<file path="config.mk">
export PLATFORM = sky130hd
export DESIGN_NAME = sys_array_feeder
export DESIGN_NICKNAME = d
export VERILOG_FILES = /design/src/rtl/sys_array_pkg.sv /design/src/rtl/sys_feed_wave_sel.sv /design/src/rtl/sys_array_feeder.sv
export SDC_FILE = /design/constraint.sdc
export NUM_CORES = 1
export LEC_CHECK = 0
export BUFFER_PORTS_ARGS = -buffer_cell sky130_fd_sc_hd__buf_2
export CAP_MARGIN = 15
export CORE_UTILIZATION = 58
export CTS_CLUSTER_DIAMETER = 60
export DETAILED_ROUTE_END_ITERATION = 10
export GPL_TIMING_DRIVEN = 0
export PLACE_DENSITY_LB_ADDON = 0.2
export SLEW_MARGIN = 20
export SYNTH_ARGS = -nofsm -noshare
export SYNTH_HDL_FRONTEND = slang
export SYNTH_HIERARCHICAL = 1
export SYNTH_SLANG_ARGS = --single-unit
</file>
<file path="constraint.sdc">
create_clock -name clk -period 34.8 [get_ports clk]
set_input_delay 1.74 -clock clk [delete_from_list [all_inputs] [get_ports clk]]
set_output_delay 1.74 -clock clk [all_outputs]
set_load 0.01 [all_outputs]
</file>
<file path="src/rtl/sys_array_pkg.sv">
// Shared types and constants for the 2x2 systolic array feeder.
package sys_array_pkg;
    localparam int ARR_N     = 2;
    localparam int NUM_WAVES = 2 * ARR_N - 1;
    localparam logic [31:0] FP_ZERO = 32'h0000_0000;

    typedef logic [31:0] fp32_t;

    typedef enum logic [1:0] {
        IDLE,
        FEED,
        WAIT
    } state_e;
endpackage

</file>
<file path="src/rtl/sys_feed_wave_sel.sv">
// Wavefront mux: row i carries A[i][k-i], column j carries B[k-j][j] on wave k.
module sys_feed_wave_sel
    import sys_array_pkg::*;
#(
    parameter int DATA_W = 32,
    parameter int WW     = 2
) (
    input  logic [WW-1:0]                          wave,
    input  logic [ARR_N-1:0][ARR_N-1:0][DATA_W-1:0] a,
    input  logic [ARR_N-1:0][ARR_N-1:0][DATA_W-1:0] b,
    output logic [ARR_N-1:0][DATA_W-1:0]            row,
    output logic [ARR_N-1:0][DATA_W-1:0]            col
);
    always_comb begin
        for (int i = 0; i < ARR_N; i++) begin
            row[i] = DATA_W'(FP_ZERO);
            col[i] = DATA_W'(FP_ZERO);
            for (int k = 0; k < ARR_N; k++) begin
                if (int'(wave) == i + k) begin
                    row[i] = a[i][k];
                    col[i] = b[k][i];
                end
            end
        end
    end
endmodule

</file>
<file path="src/rtl/sys_array_feeder.sv">
// Feeds captured 2x2 A/B operands to the systolic array as skewed wavefronts,
// then waits for the array's done pulse or a timeout before the next accept.
module sys_array_feeder
    import sys_array_pkg::*;
#(
    parameter int DATA_W      = 32,
    parameter int STEP_CYCLES = 4,
    parameter int TIMEOUT     = 64
) (
    input  logic              clk,
    input  logic              rst,
    input  logic              in_valid,
    output logic              in_ready,
    input  logic [DATA_W-1:0] in_a00,
    input  logic [DATA_W-1:0] in_a01,
    input  logic [DATA_W-1:0] in_a10,
    input  logic [DATA_W-1:0] in_a11,
    input  logic [DATA_W-1:0] in_b00,
    input  logic [DATA_W-1:0] in_b01,
    input  logic [DATA_W-1:0] in_b10,
    input  logic [DATA_W-1:0] in_b11,
    input  logic              array_done,
    output logic              load_in,
    output logic [DATA_W-1:0] row_in_row0,
    output logic [DATA_W-1:0] row_in_row1,
    output logic [DATA_W-1:0] col_in_col0,
    output logic [DATA_W-1:0] col_in_col1,
    output logic              busy,
    output logic              timeout_err
);
    localparam int SW = (STEP_CYCLES > 1) ? $clog2(STEP_CYCLES) : 1;
    localparam int TW = (TIMEOUT > 1) ? $clog2(TIMEOUT) : 1;
    localparam int WW = $clog2(NUM_WAVES);

    typedef logic [ARR_N-1:0][ARR_N-1:0][DATA_W-1:0] mat_t;
    typedef logic [ARR_N-1:0][DATA_W-1:0]            vec_t;

    state_e          state_q, state_d;
    logic [SW-1:0]   step_q, step_d;
    logic [WW-1:0]   wave_q, wave_d;
    logic [TW-1:0]   wait_q, wait_d;
    mat_t            a_q, a_d, b_q, b_d;
    logic            in_ready_q, in_ready_d;
    logic            busy_q, busy_d;
    logic            tmo_q, tmo_d;
    logic            load_q, load_d;
    vec_t            row_q, row_d, col_q, col_d;
    vec_t            sel_row, sel_col;

    always_comb begin
        state_d = state_q;
        step_d  = step_q;
        wave_d  = wave_q;
        wait_d  = wait_q;
        a_d     = a_q;
        b_d     = b_q;
        tmo_d   = tmo_q;
        case (state_q)
            IDLE: begin
                if (in_valid && in_ready_q) begin
                    state_d = FEED;
                    a_d     = {in_a11, in_a10, in_a01, in_a00};
                    b_d     = {in_b11, in_b10, in_b01, in_b00};
                    tmo_d   = 1'b0;
                    wave_d  = '0;
                    step_d  = '0;
                end
            end
            FEED: begin
                if (step_q != SW'(STEP_CYCLES - 1)) begin
                    step_d = step_q + SW'(1);
                end else if (wave_q != WW'(NUM_WAVES - 1)) begin
                    wave_d = wave_q + WW'(1);
                    step_d = '0;
                end else begin
                    state_d = WAIT;
                    wait_d  = '0;
                end
            end
            WAIT: begin
                // done is checked first so it wins over a coincident timeout
                if (array_done) begin
                    state_d = IDLE;
                end else if (wait_q == TW'(TIMEOUT - 1)) begin
                    state_d = IDLE;
                    tmo_d   = 1'b1;
                end else begin
                    wait_d = wait_q + TW'(1);
                end
            end
            default: state_d = IDLE;
        endcase
    end

    // Mux runs on next-state values so the registered streams line up with load_in.
    sys_feed_wave_sel #(.DATA_W(DATA_W), .WW(WW)) u_sel (
        .wave (wave_d),
        .a    (a_d),
        .b    (b_d),
        .row  (sel_row),
        .col  (sel_col)
    );

    always_comb begin
        in_ready_d = (state_d == IDLE);
        busy_d     = (state_d != IDLE);
        load_d     = (state_d == FEED) && (step_d == '0);
        row_d      = (state_d == FEED) ? sel_row : '0;
        col_d      = (state_d == FEED) ? sel_col : '0;
    end

    always_ff @(posedge clk or posedge rst) begin
        if (rst) begin
            state_q    <= IDLE;
            step_q     <= '0;
            wave_q     <= '0;
            wait_q     <= '0;
            a_q        <= '0;
            b_q        <= '0;
            in_ready_q <= 1'b0;
            busy_q     <= 1'b0;
            tmo_q      <= 1'b0;
            load_q     <= 1'b0;
            row_q      <= '0;
            col_q      <= '0;
        end else begin
            state_q    <= state_d;
            step_q     <= step_d;
            wave_q     <= wave_d;
            wait_q     <= wait_d;
            a_q        <= a_d;
            b_q        <= b_d;
            in_ready_q <= in_ready_d;
            busy_q     <= busy_d;
            tmo_q      <= tmo_d;
            load_q     <= load_d;
            row_q      <= row_d;
            col_q      <= col_d;
        end
    end

    assign in_ready    = in_ready_q;
    assign busy        = busy_q;
    assign timeout_err = tmo_q;
    assign load_in     = load_q;
    assign row_in_row0 = row_q[0];
    assign row_in_row1 = row_q[1];
    assign col_in_col0 = col_q[0];
    assign col_in_col1 = col_q[1];
endmodule

</file>
==> results.txt <==
R2R Setup Slk - 32.33 ns
Final Slew Violations - 0
worst relative slew slack - 63.0%
Required @ worst endpoint - 35.20 ns
highest clock rate - 0.306 GHz
initial core utilization - 59.4%
CTS hold repair buffers - 0
# IOs - 392
vias in the first global route - 11261
post-synthesis cell count - 1107
RSZ-0062 raised after global routing - no
CTS buffer count - 42
number of synthesized register bits - 400
Crit Path Class - in2reg
Placer Congestion - 0.813
final hold viol count - 0
CP arrival - 3.67 ns
largest net degree at the start of global routing - 107
Design Power - 1880 uW
Final Setup Violations - 0
Synth Net Count - 1371
Lkg Pwr - 0.0100 uW
Die Y-Extent - 169 um
Core Area - 0.0271 mm^2
Power Dens Cells - 94.0 mW/mm^2
layout cells sized above 1 - 49.3%
CP Capture Type - register
commonest non-fill, non-tap cells in the layout - buf_2 (417), dfrtp_1 (400), mux2_2 (258)
register area share after synthesis - 62.2%
VDD IR max - 60.8 uV
number of port buffers - 391
crit share post-route - 9.39%
number of distinct library cells after synthesis - 37
CP startpoint kind - input pin
CTS tree - built
worst skew pair latency - 0.53 ns
# Post-CTS Setup Buffers - 0
Via Count - 10259
CP max FO - 10
DPL Wire Length - 27600 um
cts repair resizes - 0
drt total wl - 39000 um
min Tclk post-route - 3.27 ns
Antenna Nets Post-Route - 0
Worst-path clk slew - 0.06 ns
HP Class - reg2reg
Tot GR Track Use - 28.3%
Mapped Area - 0.0161 mm^2
worst-case clock buffer depth - 3
first-pass GRT wire length - 61600 um
die width - 169 um
Starting DRT DRC Count - 482
Final #Nets - 1810
H-Tree Level Count - 2
status - completed
grt ovf - 0
setup_tns - 0 ns
DRC viols - 0
Clock Sinks - 400
Synth Warn # - 6
most common cell after layout, fill and taps aside - buf_2
drt wl/cell - 19.9 um
Clock Tree Root - clkbuf_16
max-cap viol count - 0
Die ar. - 0.0284 mm^2
mean post-synth cell area - 14.5 um^2
Syn-to-layout area delta - 24.0%
Final Skew - 0.0158 ns
worst slew pin tran - 0.555 ns
vias per inst - 5.25
first-pass detailed-route iteration total - 5
initial antenna violation count - 13
Row Count - 60
fillcell total - 1797
==> per-stage QoR <==
stage / hold slack, ns / instance area [um^2] / util (%) / setup WS [ns] / std cells
final: 0.493 / 20000 / 73.7 / 31.53 / 1955
after global routing: 0.504 / 20000 / 73.7 / 31.35 / 1951
after CTS: 0.496 / 20000 / 73.6 / 31.52 / 1945
after detailed placement: 0.484 / 18600 / 68.8 / 30.99 / 1874
after global placement: 0.478 / 18500 / 68.4 / 17.90 / 1870
after floorplan: 0.472 / 16100 / - / 21.94 / 1107
==> Yosys cell counts (all sizes together) <==
cell type  instances  area [um^2]
clkbuf             5         18.8
a31o               1         8.76
ha                 4         50.1
and3               2         12.5
nand3              3         15.0
o31ai              1         7.51
nor2              68          258
o22ai              1         6.26
a31oi              1         21.3
nor3               3         20.0
a21oi              4         20.0
o211ai             1         7.51
nand2b             2         12.5
nand2              5         18.8
buf               66          539
a22o              67          587
mux2             258         2910
mux2i             66          661
o21ai              4         20.0
and2             128          801
o2bb2ai            3         26.3
nand3b             1         7.51
or2                1         6.26
dfrtp            400        10000
nor2b              1         6.26
or3b               1         8.76
nor3b              1         7.51
nand4b             1         8.76
inv                7         26.3
and2b              1         7.51
==> flip-flops by register name, summed over array words and instances, names as in the netlist, 2 cells and up <==
name and cells:
row_in_row1 32, a_q 128, step_q 2, wave_q 2, b_q 128, col_in_col0 32, row_in_row0 32, state_q 2
wait_q 6, col_in_col1 32
==> cell type report <==
type                       count  area (um^2)  share of cell area [%]
multi-input combinational    629         5510                    27.6
sequential                   400        10000                    50.1
timing repair buffer         395         2070                    10.3
clock buffer                  67         1260                    6.30
buffer                        71          558                    2.79
tap                          372          465                    2.33
inverter                       7         33.8                   0.169
antenna                       10         25.0                   0.125
clock inverter                 4         48.8                   0.244
==> final timing paths <==
check / startpoint / cells past startpoint / end
setup / recovery: in_valid / 9 / col_in_col0[12]
hold / removal: b_q[10] / 1 / b_q[10]
max in group asynchronous: rst / 5 / b_q[15]
hold reg to reg: b_q[10] / 1 / b_q[10]
setup reg to reg: state_q[0] / 8 / col_in_col0[12]
min in group asynchronous: rst / 2 / col_in_col1[27]
==> power breakdown <==
group | total, uW | switching [uW] | internal (uW)
registers | 714 | 51.7 | 663
clock network | 427 | 173 | 254
logic | 737 | 368 | 369
==> cell families (layout without fill, tap and decap cells) <==
logic type	count (synthesis)	count (layout)	synth area share, %
AO/OA/AOI/OAI	83	83	4.37
adder cells (fa/ha/maj)	4	4	0.311
buffers and inverters	78	544	3.63
flip-flops	400	400	62.2
multiplexers	324	324	22.1
other	0	10	0
AND/OR/NAND/NOR	218	218	7.39
==> worst max-delay path, stage by stage <==
cell and delay, ns:
buf_2 0.09, nand2_1 0.07, nor3_2 0.25, buf_2 0.38, buf_2 0.34, mux2_2 0.39
mux2i_1 0.17, nor2_1 0.07, and2_1 0.16
==> routing by layer <==
metal	track usage (%)	part of all wire, %	up-vias
met3	8.18	7.7	74
met1	35.1	40	5146
met5	0	0.12	-
met2	48.1	50	337
li1	-	-	4694
met4	9.09	2.5	8
Power figures use the tool's default switching activity.
